$ cat src/rtl/id_decode_stage_if.sv
// Handshake/bus bundle for id_decode_stage: upstream instruction side, downstream
// decoded-control side, plus flush and the illegal-opcode counter.
interface id_decode_stage_if #(
  parameter int ALUOP_W = 4,
  parameter int PC_W    = 32
);
  logic               flush;
  logic               in_valid;
  logic               in_ready;
  logic [31:0]        in_instr;
  logic [PC_W-1:0]    in_pc;
  logic               out_valid;
  logic               out_ready;
  logic [PC_W-1:0]    out_pc;
  logic [31:0]        out_instr;
  logic               regwrite;
  logic               regdst;
  logic               alusrc;
  logic               branch;
  logic               branch_ne;
  logic               memwrite;
  logic               memtoreg;
  logic               jump;
  logic               link;
  logic [ALUOP_W-1:0] aluop;
  logic               illegal;
  logic [15:0]        illegal_cnt;

  modport master (
    output flush, in_valid, in_instr, in_pc, out_ready,
    input  in_ready, out_valid, out_pc, out_instr,
           regwrite, regdst, alusrc, branch, branch_ne, memwrite, memtoreg,
           jump, link, aluop, illegal, illegal_cnt
  );

  modport slave (
    input  flush, in_valid, in_instr, in_pc, out_ready,
    output in_ready, out_valid, out_pc, out_instr,
           regwrite, regdst, alusrc, branch, branch_ne, memwrite, memtoreg,
           jump, link, aluop, illegal, illegal_cnt
  );
endinterface

$ cat src/rtl/id_decode_stage.sv
// Registered main-decode stage with a 2-entry skid FIFO and saturating illegal-opcode counter.
// Define ID_DECODE_EXT_OPS_EN to also decode BNE, JAL, LB and SB.
module id_decode_stage #(
  parameter int ALUOP_W = 4,
  parameter int PC_W    = 32
) (
  input  logic             clk,
  input  logic             rst,
  id_decode_stage_if.slave bus
);

  typedef enum logic [1:0] {EMPTY, ONE, FULL} count_t;

  typedef struct packed {
    logic [PC_W-1:0]    pc;
    logic [31:0]        instr;
    logic               regwrite;
    logic               regdst;
    logic               alusrc;
    logic               branch;
    logic               branch_ne;
    logic               memwrite;
    logic               memtoreg;
    logic               jump;
    logic               link;
    logic [ALUOP_W-1:0] aluop;
    logic               illegal;
  } entry_t;

  count_t      count, count_nxt;
  entry_t      slot0, slot1, incoming, head;
  logic        accept, pop, ready_int, valid_int;
  logic        load0_new, load0_shift, load1_new;
  logic [15:0] illegal_cnt;

  function automatic logic [ALUOP_W-1:0] op4(input logic [3:0] code);
    return ALUOP_W'(code);
  endfunction

  function automatic entry_t imm_op(input entry_t e, input logic [3:0] code);
    entry_t r;
    r          = e;
    r.regwrite = 1'b1;
    r.alusrc   = 1'b1;
    r.aluop    = op4(code);
    return r;
  endfunction

  function automatic entry_t decode(input logic [31:0] instr, input logic [PC_W-1:0] pc);
    entry_t e;
    e       = '0;
    e.pc    = pc;
    e.instr = instr;
    case (instr[31:26])
      6'b000000: begin e.regwrite = 1'b1; e.regdst = 1'b1; e.aluop = op4(4'b1000); end
      6'b100011: begin e = imm_op(e, 4'b0100); e.memtoreg = 1'b1; end
      6'b101011: begin e.alusrc = 1'b1; e.memwrite = 1'b1; e.aluop = op4(4'b0100); end
      6'b000100: begin e.branch = 1'b1; e.aluop = op4(4'b1011); end
      6'b001000: e = imm_op(e, 4'b0100);
      6'b001001: e = imm_op(e, 4'b0101);
      6'b001010: e = imm_op(e, 4'b0110);
      6'b001011: e = imm_op(e, 4'b0111);
      6'b001100: e = imm_op(e, 4'b0000);
      6'b001110: e = imm_op(e, 4'b0001);
      6'b001111: e = imm_op(e, 4'b0010);
      6'b001101: e = imm_op(e, 4'b0011);
      6'b000010: begin e.jump = 1'b1; e.aluop = op4(4'b0100); end
`ifdef ID_DECODE_EXT_OPS_EN
      6'b000101: begin e.branch = 1'b1; e.branch_ne = 1'b1; e.aluop = op4(4'b1011); end
      6'b000011: begin e.jump = 1'b1; e.regwrite = 1'b1; e.link = 1'b1; e.aluop = op4(4'b0100); end
      6'b100000: begin e = imm_op(e, 4'b0100); e.memtoreg = 1'b1; end
      6'b101000: begin e.alusrc = 1'b1; e.memwrite = 1'b1; e.aluop = op4(4'b0100); end
`endif
      default:   begin e.aluop = '1; e.illegal = 1'b1; end
    endcase
    return e;
  endfunction

  // in_ready comes straight from the state register so upstream never sees out_ready ripple through.
  assign ready_int = (count != FULL);
  assign valid_int = (count != EMPTY);
  assign accept    = bus.in_valid & ready_int;
  assign pop       = valid_int & bus.out_ready;
  assign incoming  = decode(bus.in_instr, bus.in_pc);

  always_ff @(posedge clk or posedge rst) begin
    if (rst) count <= EMPTY;
    else     count <= count_nxt;
  end

  always_comb begin
    count_nxt   = count;
    load0_new   = 1'b0;
    load0_shift = 1'b0;
    load1_new   = 1'b0;
    case (count)
      EMPTY: if (accept) begin count_nxt = ONE; load0_new = 1'b1; end
      ONE: begin
        if (accept && pop)  load0_new = 1'b1;
        else if (accept)    begin count_nxt = FULL; load1_new = 1'b1; end
        else if (pop)       count_nxt = EMPTY;
      end
      FULL:  if (pop) begin count_nxt = ONE; load0_shift = 1'b1; end
      default: count_nxt = EMPTY;
    endcase
    // Flush wins over everything except a pop, which the downstream has already consumed.
    if (bus.flush) begin
      count_nxt   = EMPTY;
      load0_new   = 1'b0;
      load0_shift = 1'b0;
      load1_new   = 1'b0;
    end
  end

  always_ff @(posedge clk or posedge rst) begin
    if (rst) begin
      slot0 <= '0;
      slot1 <= '0;
    end else begin
      if (load0_new)        slot0 <= incoming;
      else if (load0_shift) slot0 <= slot1;
      if (load1_new)        slot1 <= incoming;
    end
  end

  always_ff @(posedge clk or posedge rst) begin
    if (rst)
      illegal_cnt <= '0;
    else if (accept && incoming.illegal && !bus.flush && illegal_cnt != 16'hFFFF)
      illegal_cnt <= illegal_cnt + 16'd1;
  end

  assign head            = valid_int ? slot0 : '0;
  assign bus.in_ready    = ready_int;
  assign bus.out_valid   = valid_int;
  assign bus.out_pc      = head.pc;
  assign bus.out_instr   = head.instr;
  assign bus.regwrite    = head.regwrite;
  assign bus.regdst      = head.regdst;
  assign bus.alusrc      = head.alusrc;
  assign bus.branch      = head.branch;
  assign bus.memwrite    = head.memwrite;
  assign bus.memtoreg    = head.memtoreg;
  assign bus.jump        = head.jump;
  assign bus.aluop       = head.aluop;
  assign bus.illegal     = head.illegal;
  assign bus.illegal_cnt = illegal_cnt;

`ifdef ID_DECODE_EXT_OPS_EN
  assign bus.branch_ne   = head.branch_ne;
  assign bus.link        = head.link;
`else
  logic unused_ext;
  assign unused_ext      = head.branch_ne ^ head.link;
  assign bus.branch_ne   = 1'b0;
  assign bus.link        = 1'b0;
`endif

endmodule

$ cat src/flat_wrapper.sv
// flat-port wrapper written by rule: the top's interface ports become plain ports
module id_decode_stage_flat 
#(
  parameter int ALUOP_W = 4,
  parameter int PC_W    = 32
)
  (clk, rst, bus_flush, bus_in_valid, bus_in_instr, bus_in_pc, bus_out_ready, bus_in_ready, bus_out_valid, bus_out_pc, bus_out_instr, bus_regwrite, bus_regdst, bus_alusrc, bus_branch, bus_branch_ne, bus_memwrite, bus_memtoreg, bus_jump, bus_link, bus_aluop, bus_illegal, bus_illegal_cnt);
  id_decode_stage_if #(.ALUOP_W(ALUOP_W), .PC_W(PC_W)) bus_i ();
  input  logic clk;
  input  logic rst;
  input wire logic [$bits(bus_i.flush)-1:0] bus_flush;
  input wire logic [$bits(bus_i.in_valid)-1:0] bus_in_valid;
  input wire logic [$bits(bus_i.in_instr)-1:0] bus_in_instr;
  input wire logic [$bits(bus_i.in_pc)-1:0] bus_in_pc;
  input wire logic [$bits(bus_i.out_ready)-1:0] bus_out_ready;
  output wire logic [$bits(bus_i.in_ready)-1:0] bus_in_ready;
  output wire logic [$bits(bus_i.out_valid)-1:0] bus_out_valid;
  output wire logic [$bits(bus_i.out_pc)-1:0] bus_out_pc;
  output wire logic [$bits(bus_i.out_instr)-1:0] bus_out_instr;
  output wire logic [$bits(bus_i.regwrite)-1:0] bus_regwrite;
  output wire logic [$bits(bus_i.regdst)-1:0] bus_regdst;
  output wire logic [$bits(bus_i.alusrc)-1:0] bus_alusrc;
  output wire logic [$bits(bus_i.branch)-1:0] bus_branch;
  output wire logic [$bits(bus_i.branch_ne)-1:0] bus_branch_ne;
  output wire logic [$bits(bus_i.memwrite)-1:0] bus_memwrite;
  output wire logic [$bits(bus_i.memtoreg)-1:0] bus_memtoreg;
  output wire logic [$bits(bus_i.jump)-1:0] bus_jump;
  output wire logic [$bits(bus_i.link)-1:0] bus_link;
  output wire logic [$bits(bus_i.aluop)-1:0] bus_aluop;
  output wire logic [$bits(bus_i.illegal)-1:0] bus_illegal;
  output wire logic [$bits(bus_i.illegal_cnt)-1:0] bus_illegal_cnt;
  assign bus_i.flush = bus_flush;
  assign bus_i.in_valid = bus_in_valid;
  assign bus_i.in_instr = bus_in_instr;
  assign bus_i.in_pc = bus_in_pc;
  assign bus_i.out_ready = bus_out_ready;
  assign bus_in_ready = bus_i.in_ready;
  assign bus_out_valid = bus_i.out_valid;
  assign bus_out_pc = bus_i.out_pc;
  assign bus_out_instr = bus_i.out_instr;
  assign bus_regwrite = bus_i.regwrite;
  assign bus_regdst = bus_i.regdst;
  assign bus_alusrc = bus_i.alusrc;
  assign bus_branch = bus_i.branch;
  assign bus_branch_ne = bus_i.branch_ne;
  assign bus_memwrite = bus_i.memwrite;
  assign bus_memtoreg = bus_i.memtoreg;
  assign bus_jump = bus_i.jump;
  assign bus_link = bus_i.link;
  assign bus_aluop = bus_i.aluop;
  assign bus_illegal = bus_i.illegal;
  assign bus_illegal_cnt = bus_i.illegal_cnt;
  id_decode_stage #(.ALUOP_W(ALUOP_W), .PC_W(PC_W)) u_core (.clk(clk), .rst(rst), .bus(bus_i));
endmodule
$ cat config.mk
export PLATFORM = sky130hd
export DESIGN_NAME = id_decode_stage_flat
export DESIGN_NICKNAME = d
export VERILOG_FILES = /design/src/rtl/id_decode_stage_if.sv /design/src/rtl/id_decode_stage.sv /design/src/flat_wrapper.sv
export SDC_FILE = /design/constraint.sdc
export NUM_CORES = 1
export LEC_CHECK = 0
export ABC_AREA = 1
export CORE_UTILIZATION = 55
export DETAILED_ROUTE_END_ITERATION = 6
export GPL_ROUTABILITY_DRIVEN = 0
export GPL_TIMING_DRIVEN = 0
export PLACE_DENSITY = 0.85
export SETUP_SLACK_MARGIN = 0.15
export SYNTH_ARGS = -nofsm -noshare
export SYNTH_HDL_FRONTEND = slang
export SYNTH_SLANG_ARGS = --single-unit
$ cat constraint.sdc
create_clock -name clk -period 16.7 [get_ports clk]
set_clock_uncertainty 0.2 [all_clocks]
set_input_delay 3.34 -clock clk [delete_from_list [all_inputs] [get_ports clk]]
set_output_delay 3.34 -clock clk [all_outputs]
set_load 0.05 [all_outputs]
==> Implementation_results.wiki, run 1 <==
{| class="wikitable"
! Metric !! Value
|-
| Hold buffer count at cts || 0
|-
| Mean Syn Cell Area || 7.77 um2
|-
| Cell types occupying the most area after synthesis || sky130_fd_sc_hd__dfrtp_1 52%, sky130_fd_sc_hd__nand2_1 14%, sky130_fd_sc_hd__nor2_1 7.7%
|-
| Fill cell count || 1099
|-
| Antenna violations before repair || 0
|-
| Post-detailed-placement half-perimeter wirelength || 15400 um
|-
| Max cap viols || 0
|-
| Data required time of the worst path || 13160 ps
|-
| Post-Route Setup TNS || 0 ps
|-
| Cell repeated most along the worst path || sky130_fd_sc_hd__nor2_1
|-
| Number of buffers created by CTS || 17
|-
| Count of antenna diodes in the layout || 0
|-
| Number of distinct library cells after synthesis || 35
|-
| IR drop worst, VDD || 83.7 uV
|-
| Most common cell after layout, fill and taps aside || sky130_fd_sc_hd__nand2_1
|-
| Ratio of final minimum period to clock period || 0.391
|-
| Remaining global-route overflow || 0
|-
| Die Y || 124 um
|-
| Setup repair after global routing missed its margin || false
|-
| Global-route wire length before repair || 36200 um
|-
| Fin. Hold Viols || 0
|-
| Reg2Reg Setup Slack || 14610 ps
|-
| Slew at the pin with the worst max-slew slack || 683 ps
|-
| Crit-path slowest cell || sky130_fd_sc_hd__clkdlybuf4s50_1
|-
| Placement row count || 44
|-
| Delay of the slowest critical-path stage || 710 ps
|-
| Via count of the first global-routing pass || 7411
|-
| Number of sinks handled by clock tree synthesis || 170
|-
| Proportion of netlist area held by the largest area contributor || 0.520
|-
| Xor and xnor area share after synthesis || 0.00428
|-
| Commonest cells after routing, fill and taps aside || 299 x sky130_fd_sc_hd__nand2_1, 170 x sky130_fd_sc_hd__dfrtp_1, 169 x sky130_fd_sc_hd__nor2_1
|-
| Post-layout power || 1380 uW
|-
| Number of placed instances, taps included || 1401
|-
| Placeable Area || 14500 um2
|-
| Class of the most critical hold timing path || reg2reg
|-
| Fin nets || 1306
|-
| Hold slack final || 276 ps
|-
| Part of the Yosys area used for sequential elements || 0.520
|-
| Starting Density || 0.563
|-
| Pin count of the biggest net entering global routing || 136
|-
| Count of instances resized after the clock tree is built || 0
|-
| Max Root-Sink Buffers || 2
|-
| Total of buffers placed on input and output ports || 162
|-
| Status || finished clean
|-
| TritonCTS clock tree || yes
|-
| Cell area after technology mapping || 8190 um2
|-
| Fraction of the mapped netlist area in compound gates || 0.118
|-
| Final-report max-slew violation count || 0
|-
| Via Count || 7812
|-
| Largest family of logic cells by synthesized area || simple AND/OR/NAND/NOR gates
|-
| # Post-CTS Setup Buffers || 0
|-
| Residual antenna-violating net count after detailed routing || 0
|-
| First drt pass iteration count || 5
|-
| Die area || 15400 um2
|-
| DRC violation total after the first TritonRoute iteration || 626
|-
| Synth Area in Simple Gates || 0.266
|-
| Synth Area in Adders || 0.00153
|-
| Tightest slew margin relative to the limit || 0.545
|-
| Gate count after technology mapping || 1053
|-
| Post-synthesis cell type with the largest combined area || sky130_fd_sc_hd__dfrtp_1
|-
| Maximum fanout encountered on the critical timing path || 10
|-
| Cells traversed along the worst timing path || nor2_1 -> clkbuf_1 -> buf_2 -> nor2_1 -> clkdlybuf4s50_1
|-
| Time the worst path needs with I/O delays and setup || 6520 ps
|-
| Top achievable clock speed || 153 MHz
|-
| Routed length per instance || 15.9 um
|-
| Number of setup violations in the final report || 0
|-
| Number of H-tree levels || 4
|-
| Root buffer selected by CTS || sky130_fd_sc_hd__clkbuf_16
|-
| Clock Latency Late Sink || 430 ps
|-
| Aggregate routed wire length || 22800 um
|-
| Yosys warning count || 0
|-
| Arrival time worst endpoint || 2980 ps
|-
| DRC || 0
|-
| Count of pins on the block boundary || 165
|-
| Aggregate global-route resource usage || 0.310
|-
| Flip-flop and latch count after synthesis || 170
|-
| Via density || 5.45
|-
| Category of the most critical setup path || reg2out
|-
| Post-DP Area || 10100 um2
|-
| Areal power density over the cells || 128 nW/um2
|-
| Clk pin slew, worst setup/hold paths || 70 ps
|-
| Static Leakage || 0.00520 uW
|-
| Multiplexer share of the synthesized area || 0
|-
| Area growth, synth to finish || 31.4%
|-
| Crit end category || output port
|-
| Setup crit start kind || register
|-
| Share of cells above drive strength 1 || 0.0737
|-
| Final instance count without filler cells || 1433
|-
| Finished Cell Area || 10800 um2
|-
| Die boundary width || 124 um
|}
power breakdown:
part           total (uW)  leakage (uW)  switching (uW)  internal (uW)
Combinational         363       0.00271             235            128
Clock                 455      0.000323             169            286
Sequential            559       0.00217            47.4            512
cell usage after synthesis, drive strengths merged:
cell type and n:
o22ai 63, inv 116, a21boi 2, buf 39
a211oi 2, xor2 4, nor2 174, or2 1
ha 1, o221ai 2, nand3 32, dfrtp 170
nand2 301, nor3 5, a21oi 2, a22oi 2
nand4 16, nand3b 2, o211ai 3, clkbuf 21
a31oi 2, o21ai 92, conb 1
registers in the layout, summed over array words and instances (netlist names):
signal,cells
u_core.count,2
u_core.slot1,76
u_core.bus.illegal_cnt,16
u_core.slot0,76
worst max-delay path: cells and delay by family, from the launching register on:
family	cells	cell delay, ps
buffers and inverters	3	1510
flip-flops	1	430
AND/OR/NAND/NOR	2	590
routing by layer:
metal / global-route usage / vias up / routed length [um]
li1: - / 3713 / -
met1: 0.391 / 3712 / 9220
met2: 0.520 / 339 / 11300
met3: 0.0650 / 48 / 1720
met4: 0.126 / 0 / 591
met5: 0 / - / 0
final cells by class:
| type | count | area, um2 | area share |
|---|---|---|---|
| Sequential cell | 170 | 4250 | 0.395 |
| Inverter | 116 | 443 | 0.0412 |
| Clock inverter | 14 | 243 | 0.0226 |
| Timing Repair Buffer | 163 | 1650 | 0.153 |
| Multi-Input combinational cell | 708 | 3200 | 0.297 |
| Clock buffer | 18 | 439 | 0.0408 |
| Buffer | 60 | 302 | 0.0280 |
| Tap cell | 184 | 230 | 0.0214 |
through the flow:
stage / utilization / worst slack (ps)
final: 0.740 / 10180
after global routing: 0.740 / 10090
after CTS: 0.740 / 10180
after detailed placement: 0.693 / 10660
after global placement: 0.691 / 6370
after floorplan: - / 8560
worst paths after layout:
check / cells after the start / to / startpoint
max: 5 / bus_out_instr[18] / u_core.count[1]$_DFFE_PP0P_
min: 2 / u_core.slot1[48]$_DFFE_PP0P_ / u_core.slot1[48]$_DFFE_PP0P_
max reg2reg: 7 / u_core.slot0[67]$_DFFE_PP0P_ / u_core.count[0]$_DFFE_PP0P_
min reg2reg: 2 / u_core.slot1[48]$_DFFE_PP0P_ / u_core.slot1[48]$_DFFE_PP0P_
max in group asynchronous: 3 / u_core.slot0[42]$_DFFE_PP0P_ / rst
min in group asynchronous: 2 / u_core.slot1[62]$_DFFE_PP0P_ / rst
kinds of logic after synthesis:
| logic type | after synthesis |
|---|---|
| fa+ha+maj | 1 |
| simple gates | 531 |
| xor+xnor | 4 |
| flops | 170 |
| compound gates | 170 |
| buf+inv | 176 |
| other cells | 1 |
(Power assumes the default switching activity.)
==> run 2: changes to the inputs <==
- CORE_UTILIZATION: 55 -> 52
- PLACE_DENSITY: 0.85 -> 0.81
- clock period: 16.7 -> 6.4 ns (I/O delays scaled with it)
==> Implementation_results.wiki, run 2 (synthesis gave the netlist of run 1 again) <==
{| class="wikitable"
! Metric !! Value
|-
| Post-layout power || 3340 uW
|-
| Top achievable clock speed || 224 MHz
|-
| Post-DP Area || 10100 um2
|-
| Share of cells above drive strength 1 || 0.0721
|-
| Clock Latency Late Sink || 430 ps
|-
| Internal portion of total power || 2190 uW
|-
| Max Root-Sink Buffers || 2
|-
| Setup crit start kind || register
|-
| Count of instances resized after the clock tree is built || 0
|-
| Multi-input logic area || 3200 um2
|-
| Most common cell after layout, fill and taps aside || sky130_fd_sc_hd__nand2_1
|-
| # Post-CTS Setup Buffers || 0
|-
| Total of buffers placed on input and output ports || 162
|-
| Busiest layer in global routing || met2
|-
| Post-detailed-placement half-perimeter wirelength || 15400 um
|-
| Static Leakage || 0.00513 uW
|-
| TritonCTS clock tree || yes
|-
| Finished Cell Area || 10600 um2
|-
| Category of the most critical setup path || reg2out
|-
| Met2 Usage GRT || 0.472
|-
| Placeable Area || 15300 um2
|-
| Die boundary width || 127 um
|-
| Via density || 5.26
|-
| Count of pins on the block boundary || 165
|-
| Number of H-tree levels || 4
|-
| Max cap viols || 0
|-
| Fill cell count || 1231
|-
| Via count of the first global-routing pass || 7310
|-
| Starting Density || 0.536
|-
| Worst Hold Depth || 2
|-
| Setup repair after global routing missed its margin || false
|-
| Tightest slew margin relative to the limit || 0.483
|-
| Remaining global-route overflow || 0
|-
| Aggregate routed wire length || 22500 um
|-
| Critical hold path startpoint || u_core.slot1[14]$_DFFE_PP0P_
|-
| Placement row count || 45
|-
| Post-route worst setup slack || 1930 ps
|-
| Hold buffer count at cts || 0
|-
| Arrival time worst endpoint || 2990 ps
|-
| Status || finished clean
|-
| Die Y || 127 um
|-
| Endpoint of the lowest-slack register-to-register path || u_core.bus.illegal_cnt[9]$_DFFE_PP0P_
|-
| DRC violation total after the first TritonRoute iteration || 693
|-
| Reg2Reg Setup Slack || 4280 ps
|-
| Time the worst path needs with I/O delays and setup || 4470 ps
|-
| DRC || 0
|-
| Class of the most critical hold timing path || reg2reg
|-
| Routed length per instance || 15.4 um
|-
| Clock Power Share || 0.282
|-
| Aggregate global-route resource usage || 0.287
|-
| Pre-CTS setup slack || 2390 ps
|-
| Met1 Track Usage GR || 0.375
|-
| Root buffer selected by CTS || sky130_fd_sc_hd__clkbuf_16
|-
| First drt pass iteration count || 6
|-
| Clk pin slew, worst setup/hold paths || 60 ps
|-
| Maximum fanout encountered on the critical timing path || 10
|-
| Count of antenna diodes in the layout || 0
|-
| Number of sinks handled by clock tree synthesis || 170
|-
| Areal power density over the cells || 314 nW/um2
|-
| Crit end category || output port
|-
| R2r startpoint || u_core.bus.illegal_cnt[0]$_DFFE_PP0P_
|-
| Number of buffers created by CTS || 17
|-
| Fin. Hold Viols || 0
|-
| Pin count of the biggest net entering global routing || 91
|-
| Fin util || 0.697
|-
| Fin nets || 1306
|-
| Reg2Reg Depth || 8
|-
| Final-report max-slew violation count || 0
|-
| Switching power summed over all nets || 1150 uW
|-
| Area growth, synth to finish || 30.0%
|-
| Number of placed instances, taps included || 1428
|-
| IR drop worst, VDD || 192 uV
|-
| Combinational fraction of design power || 0.282
|-
| Worst-case hold path end point || u_core.slot1[14]$_DFFE_PP0P_
|-
| Proportion of total power due to net switching || 0.345
|-
| Data required time of the worst path || 4920 ps
|-
| Largest registers in the final layout || u_core.slot0 (76), u_core.slot1 (76), u_core.bus.illegal_cnt (16)
|-
| Reg power frac || 0.436
|-
| Commonest cells after routing, fill and taps aside || 299 x sky130_fd_sc_hd__nand2_1, 170 x sky130_fd_sc_hd__dfrtp_1, 169 x sky130_fd_sc_hd__nor2_1
|-
| Antenna violations before repair || 0
|-
| Total area of sequential cells || 4250 um2
|-
| Residual antenna-violating net count after detailed routing || 0
|-
| Slew at the pin with the worst max-slew slack || 775 ps
|-
| Launching element of the worst setup path || u_core.count[0]$_DFFE_PP0P_
|-
| Ratio of final minimum period to clock period || 0.698
|-
| Die area || 16200 um2
|-
| Final instance count without filler cells || 1460
|-
| Number of setup violations in the final report || 0
|-
| Global-route wire length before repair || 36300 um
|-
| Via Count || 7684
|-
| Met3 GRT Util || 0.0578
|}
-- run 2: cell count changes in the layout (fill, tap and decap cells not counted) --
cell | before | now
sky130_fd_sc_hd__bufinv_16 | 6 | 0
sky130_fd_sc_hd__clkbuf_1 | 21 | 23
sky130_fd_sc_hd__clkbuf_8 | 1 | 2
sky130_fd_sc_hd__clkinv_2 | 1 | 6
sky130_fd_sc_hd__clkinv_4 | 2 | 0
-- run 2: power groups by stage --
stage                     sequential, uW  combinational, uW  clock [uW]
after global routing                1480               1030         996
after CTS                           1450                944         945
after floorplan                     1480                607           0
after global placement              1460                912           0
final                               1460                940         942
after detailed placement            1470                937           0
-- run 2: layer usage --
layer  wire [um]  share of wire
met3        1600          0.071
met1        9570           0.43
met2       10900           0.48
met5           0              0
met4         435          0.019
-- run 2: worst max-delay path: stages, from the launching register on --
cell and delay [ps]:
sky130_fd_sc_hd__dfrtp_1 430, sky130_fd_sc_hd__nor2_1 440, sky130_fd_sc_hd__clkbuf_1 510, sky130_fd_sc_hd__buf_2 350, sky130_fd_sc_hd__nor2_1 110, sky130_fd_sc_hd__clkdlybuf4s50_1 710
-- run 2: worst max-delay path by stage --
stage / endpoint / slack [ps] / depth (start not counted)
3_3_place_gp: u_core.slot0[20]$_DFFE_PP0P_ / -2000 / 2
5_1_grt: bus_out_instr[16] / 1810 / 5
6_report: bus_out_instr[18] / 1930 / 5
3_5_place_dp: bus_out_instr[18] / 2390 / 5
2_1_floorplan: u_core.bus.illegal_cnt[0]$_DFFE_PP0P_ / 320 / 1
4_1_cts: bus_out_instr[18] / 1930 / 5
-- run 2: layout make-up --
type                    instances  share of cell area
clock inverters                11             0.00659
inverters                     116              0.0416
well taps                     211              0.0248
repair buffers                163               0.155
clock buffers                  21              0.0433
multi-input cells             708               0.301
plain buffers                  60              0.0283
flip-flops and latches        170               0.400
-- run 2: through the flow --
step / hold slack (ps) / setup TNS (ps)
final: 273 / 0
after global routing: 286 / 0
after floorplan: 244 / 0
after detailed placement: 259 / 0
after CTS: 276 / 0
after global placement: 255 / -338150
==> run 3: changes to the inputs <==
- clock period: 6.4 -> 4.2 ns (I/O delays scaled with it)
==> Implementation_results.wiki, run 3 (synthesis gave the netlist of run 1 again) <==
{| class="wikitable"
! Metric !! Value
|-
| Class of the most critical hold timing path || reg2reg
|-
| Count of antenna diodes in the layout || 0
|-
| Endpoint of the lowest-slack register-to-register path || u_core.bus.illegal_cnt[13]$_DFFE_PP0P_
|-
| First drt pass iteration count || 5
|-
| Setup crit start kind || register
|-
| Number of H-tree levels || 4
|-
| R2r startpoint || u_core.bus.illegal_cnt[0]$_DFFE_PP0P_
|-
| Via density || 5.26
|-
| Clock Latency Late Sink || 430 ps
|-
| Die boundary width || 127 um
|-
| Routed length per instance || 15.2 um
|-
| Reg2Reg Setup Slack || 2110 ps
|-
| Area growth, synth to finish || 31.7%
|-
| Cells traversed along the worst timing path || nor2_1 -> clkbuf_1 -> nor2_1 -> clkdlybuf4s50_1
|-
| Cell repeated most along the worst path || sky130_fd_sc_hd__nor2_1
|-
| Hold slack final || 274 ps
|-
| Tightest slew margin relative to the limit || 0.528
|-
| DRC || 0
|-
| Ratio of final minimum period to clock period || 0.919
|-
| Critical hold path startpoint || u_core.slot1[17]$_DFFE_PP0P_
|-
| Number of setup violations in the final report || 0
|-
| Final-report max-slew violation count || 0
|-
| TritonCTS clock tree || yes
|-
| Status || finished clean
|-
| Most common cell after layout, fill and taps aside || sky130_fd_sc_hd__nand2_1
|-
| Category of the most critical setup path || reg2out
|-
| Commonest cells after routing, fill and taps aside || 299 x sky130_fd_sc_hd__nand2_1, 170 x sky130_fd_sc_hd__dfrtp_1, 169 x sky130_fd_sc_hd__nor2_1
|-
| Number of buffer and inverter instances along the worst setup path || 2
|-
| Slew at the pin with the worst max-slew slack || 707 ps
|-
| Post-detailed-placement half-perimeter wirelength || 15300 um
|-
| Data required time of the worst path || 3160 ps
|-
| Root buffer selected by CTS || sky130_fd_sc_hd__clkbuf_16
|-
| Via Count || 7698
|-
| Fill cell count || 1197
|-
| Fin util || 0.706
|-
| Largest registers in the final layout || u_core.slot0 (76), u_core.slot1 (76), u_core.bus.illegal_cnt (16)
|-
| Top achievable clock speed || 259 MHz
|-
| Setup repair after global routing missed its margin || false
|-
| Max cap viols || 0
|-
| Finished Cell Area || 10800 um2
|-
| Maximum fanout encountered on the critical timing path || 10
|-
| Hold buffer count at cts || 0
|-
| Post-DP Area || 10200 um2
|-
| Placement row count || 45
|-
| Number of sinks handled by clock tree synthesis || 170
|-
| Starting Density || 0.536
|-
| Pin count of the biggest net entering global routing || 42
|-
| Critical Path Stages || 4
|-
| Via count of the first global-routing pass || 7445
|-
| Die area || 16200 um2
|-
| Static Leakage || 0.00519 uW
|-
| Launching element of the worst setup path || u_core.count[1]$_DFFE_PP0P_
|-
| Fin nets || 1309
|-
| Time the worst path needs with I/O delays and setup || 3860 ps
|-
| Crit-path slowest cell || sky130_fd_sc_hd__clkdlybuf4s50_1
|-
| Delay of the slowest critical-path stage || 740 ps
|-
| Fin. Hold Viols || 0
|-
| Arrival time worst endpoint || 2820 ps
|-
| Remaining global-route overflow || 0
|-
| Count of pins on the block boundary || 165
|-
| Aggregate routed wire length || 22300 um
|-
| Total of buffers placed on input and output ports || 162
|-
| Worst setup path endpoint || bus_aluop[2]
|-
| Antenna violations before repair || 0
|-
| DRC violation total after the first TritonRoute iteration || 546
|-
| Share of cells above drive strength 1 || 0.0767
|-
| Die Y || 127 um
|-
| IR drop worst, VDD || 333 uV
|-
| Aggregate global-route resource usage || 0.289
|-
| Residual antenna-violating net count after detailed routing || 0
|-
| Number of buffers created by CTS || 17
|-
| Cell class contributing the biggest share of worst-path delay || buffers and inverters
|-
| Areal power density over the cells || 492 nW/um2
|-
| Global-route wire length before repair || 36600 um
|-
| Reg2Reg Depth || 7
|-
| Post-layout power || 5300 uW
|-
| Crit end category || output port
|-
| Max Root-Sink Buffers || 2
|-
| Number of placed instances, taps included || 1431
|-
| Clk pin slew, worst setup/hold paths || 60 ps
|-
| Final instance count without filler cells || 1463
|-
| Placeable Area || 15300 um2
|}
run 3: layout make-up:
| cell class | instances | area, um2 | share of cell area |
|---|---|---|---|
| Multi-Input combinational cell | 708 | 3200 | 0.297 |
| Clock inverter | 13 | 166 | 0.0154 |
| Timing Repair Buffer | 166 | 1700 | 0.158 |
| Tap cell | 211 | 264 | 0.0245 |
| Clock buffer | 19 | 453 | 0.0420 |
| Inverter | 116 | 439 | 0.0407 |
| Sequential cell | 170 | 4250 | 0.395 |
| Buffer | 60 | 303 | 0.0281 |
run 3: timing repair:
item                       CTS  global route
resized for setup            1             0
setup endpoints to repair    2             0
buffers inserted             0             0
run 3: routing by layer:
metal | GRT usage | vias up | wire length (um)
met2 | 0.479 | 285 | 10800
li1 | - | 3720 | -
met1 | 0.365 | 3659 | 9380
met5 | 0 | - | 0
met4 | 0.115 | 0 | 437
met3 | 0.0716 | 34 | 1680
run 3: stage by stage:
| step | setup TNS (ps) | setup WS (ps) |
|---|---|---|
| detailed placement | 0 | 639 |
| finish | 0 | 339 |
| CTS | 0 | 336 |
| floorplan | 0 | 991 |
| global placement | -73060 | -447 |
| global route | 0 | 237 |
run 3: power breakdown:
| part | switching, uW | internal [uW] |
|---|---|---|
| logic | 920 | 515 |
| registers | 180 | 2030 |
| clock network | 677 | 972 |
run 3: worst min-delay path by stage:
stage / slack (ps) / cells past startpoint / endpoint
after floorplan: 240 / 2 / u_core.slot1[14]$_DFFE_PP0P_
after global placement: 260 / 2 / u_core.slot1[48]$_DFFE_PP0P_
after detailed placement: 260 / 2 / u_core.slot1[50]$_DFFE_PP0P_
after CTS: 280 / 2 / u_core.slot1[74]$_DFFE_PP0P_
after global routing: 290 / 2 / u_core.slot1[40]$_DFFE_PP0P_
final: 270 / 2 / u_core.slot1[17]$_DFFE_PP0P_
run 3: worst min-delay path, cell delays in order, from the launching register on:
cell and delay (ps):
sky130_fd_sc_hd__dfrtp_1 330, sky130_fd_sc_hd__nand2_1 50, sky130_fd_sc_hd__nand2_1 60
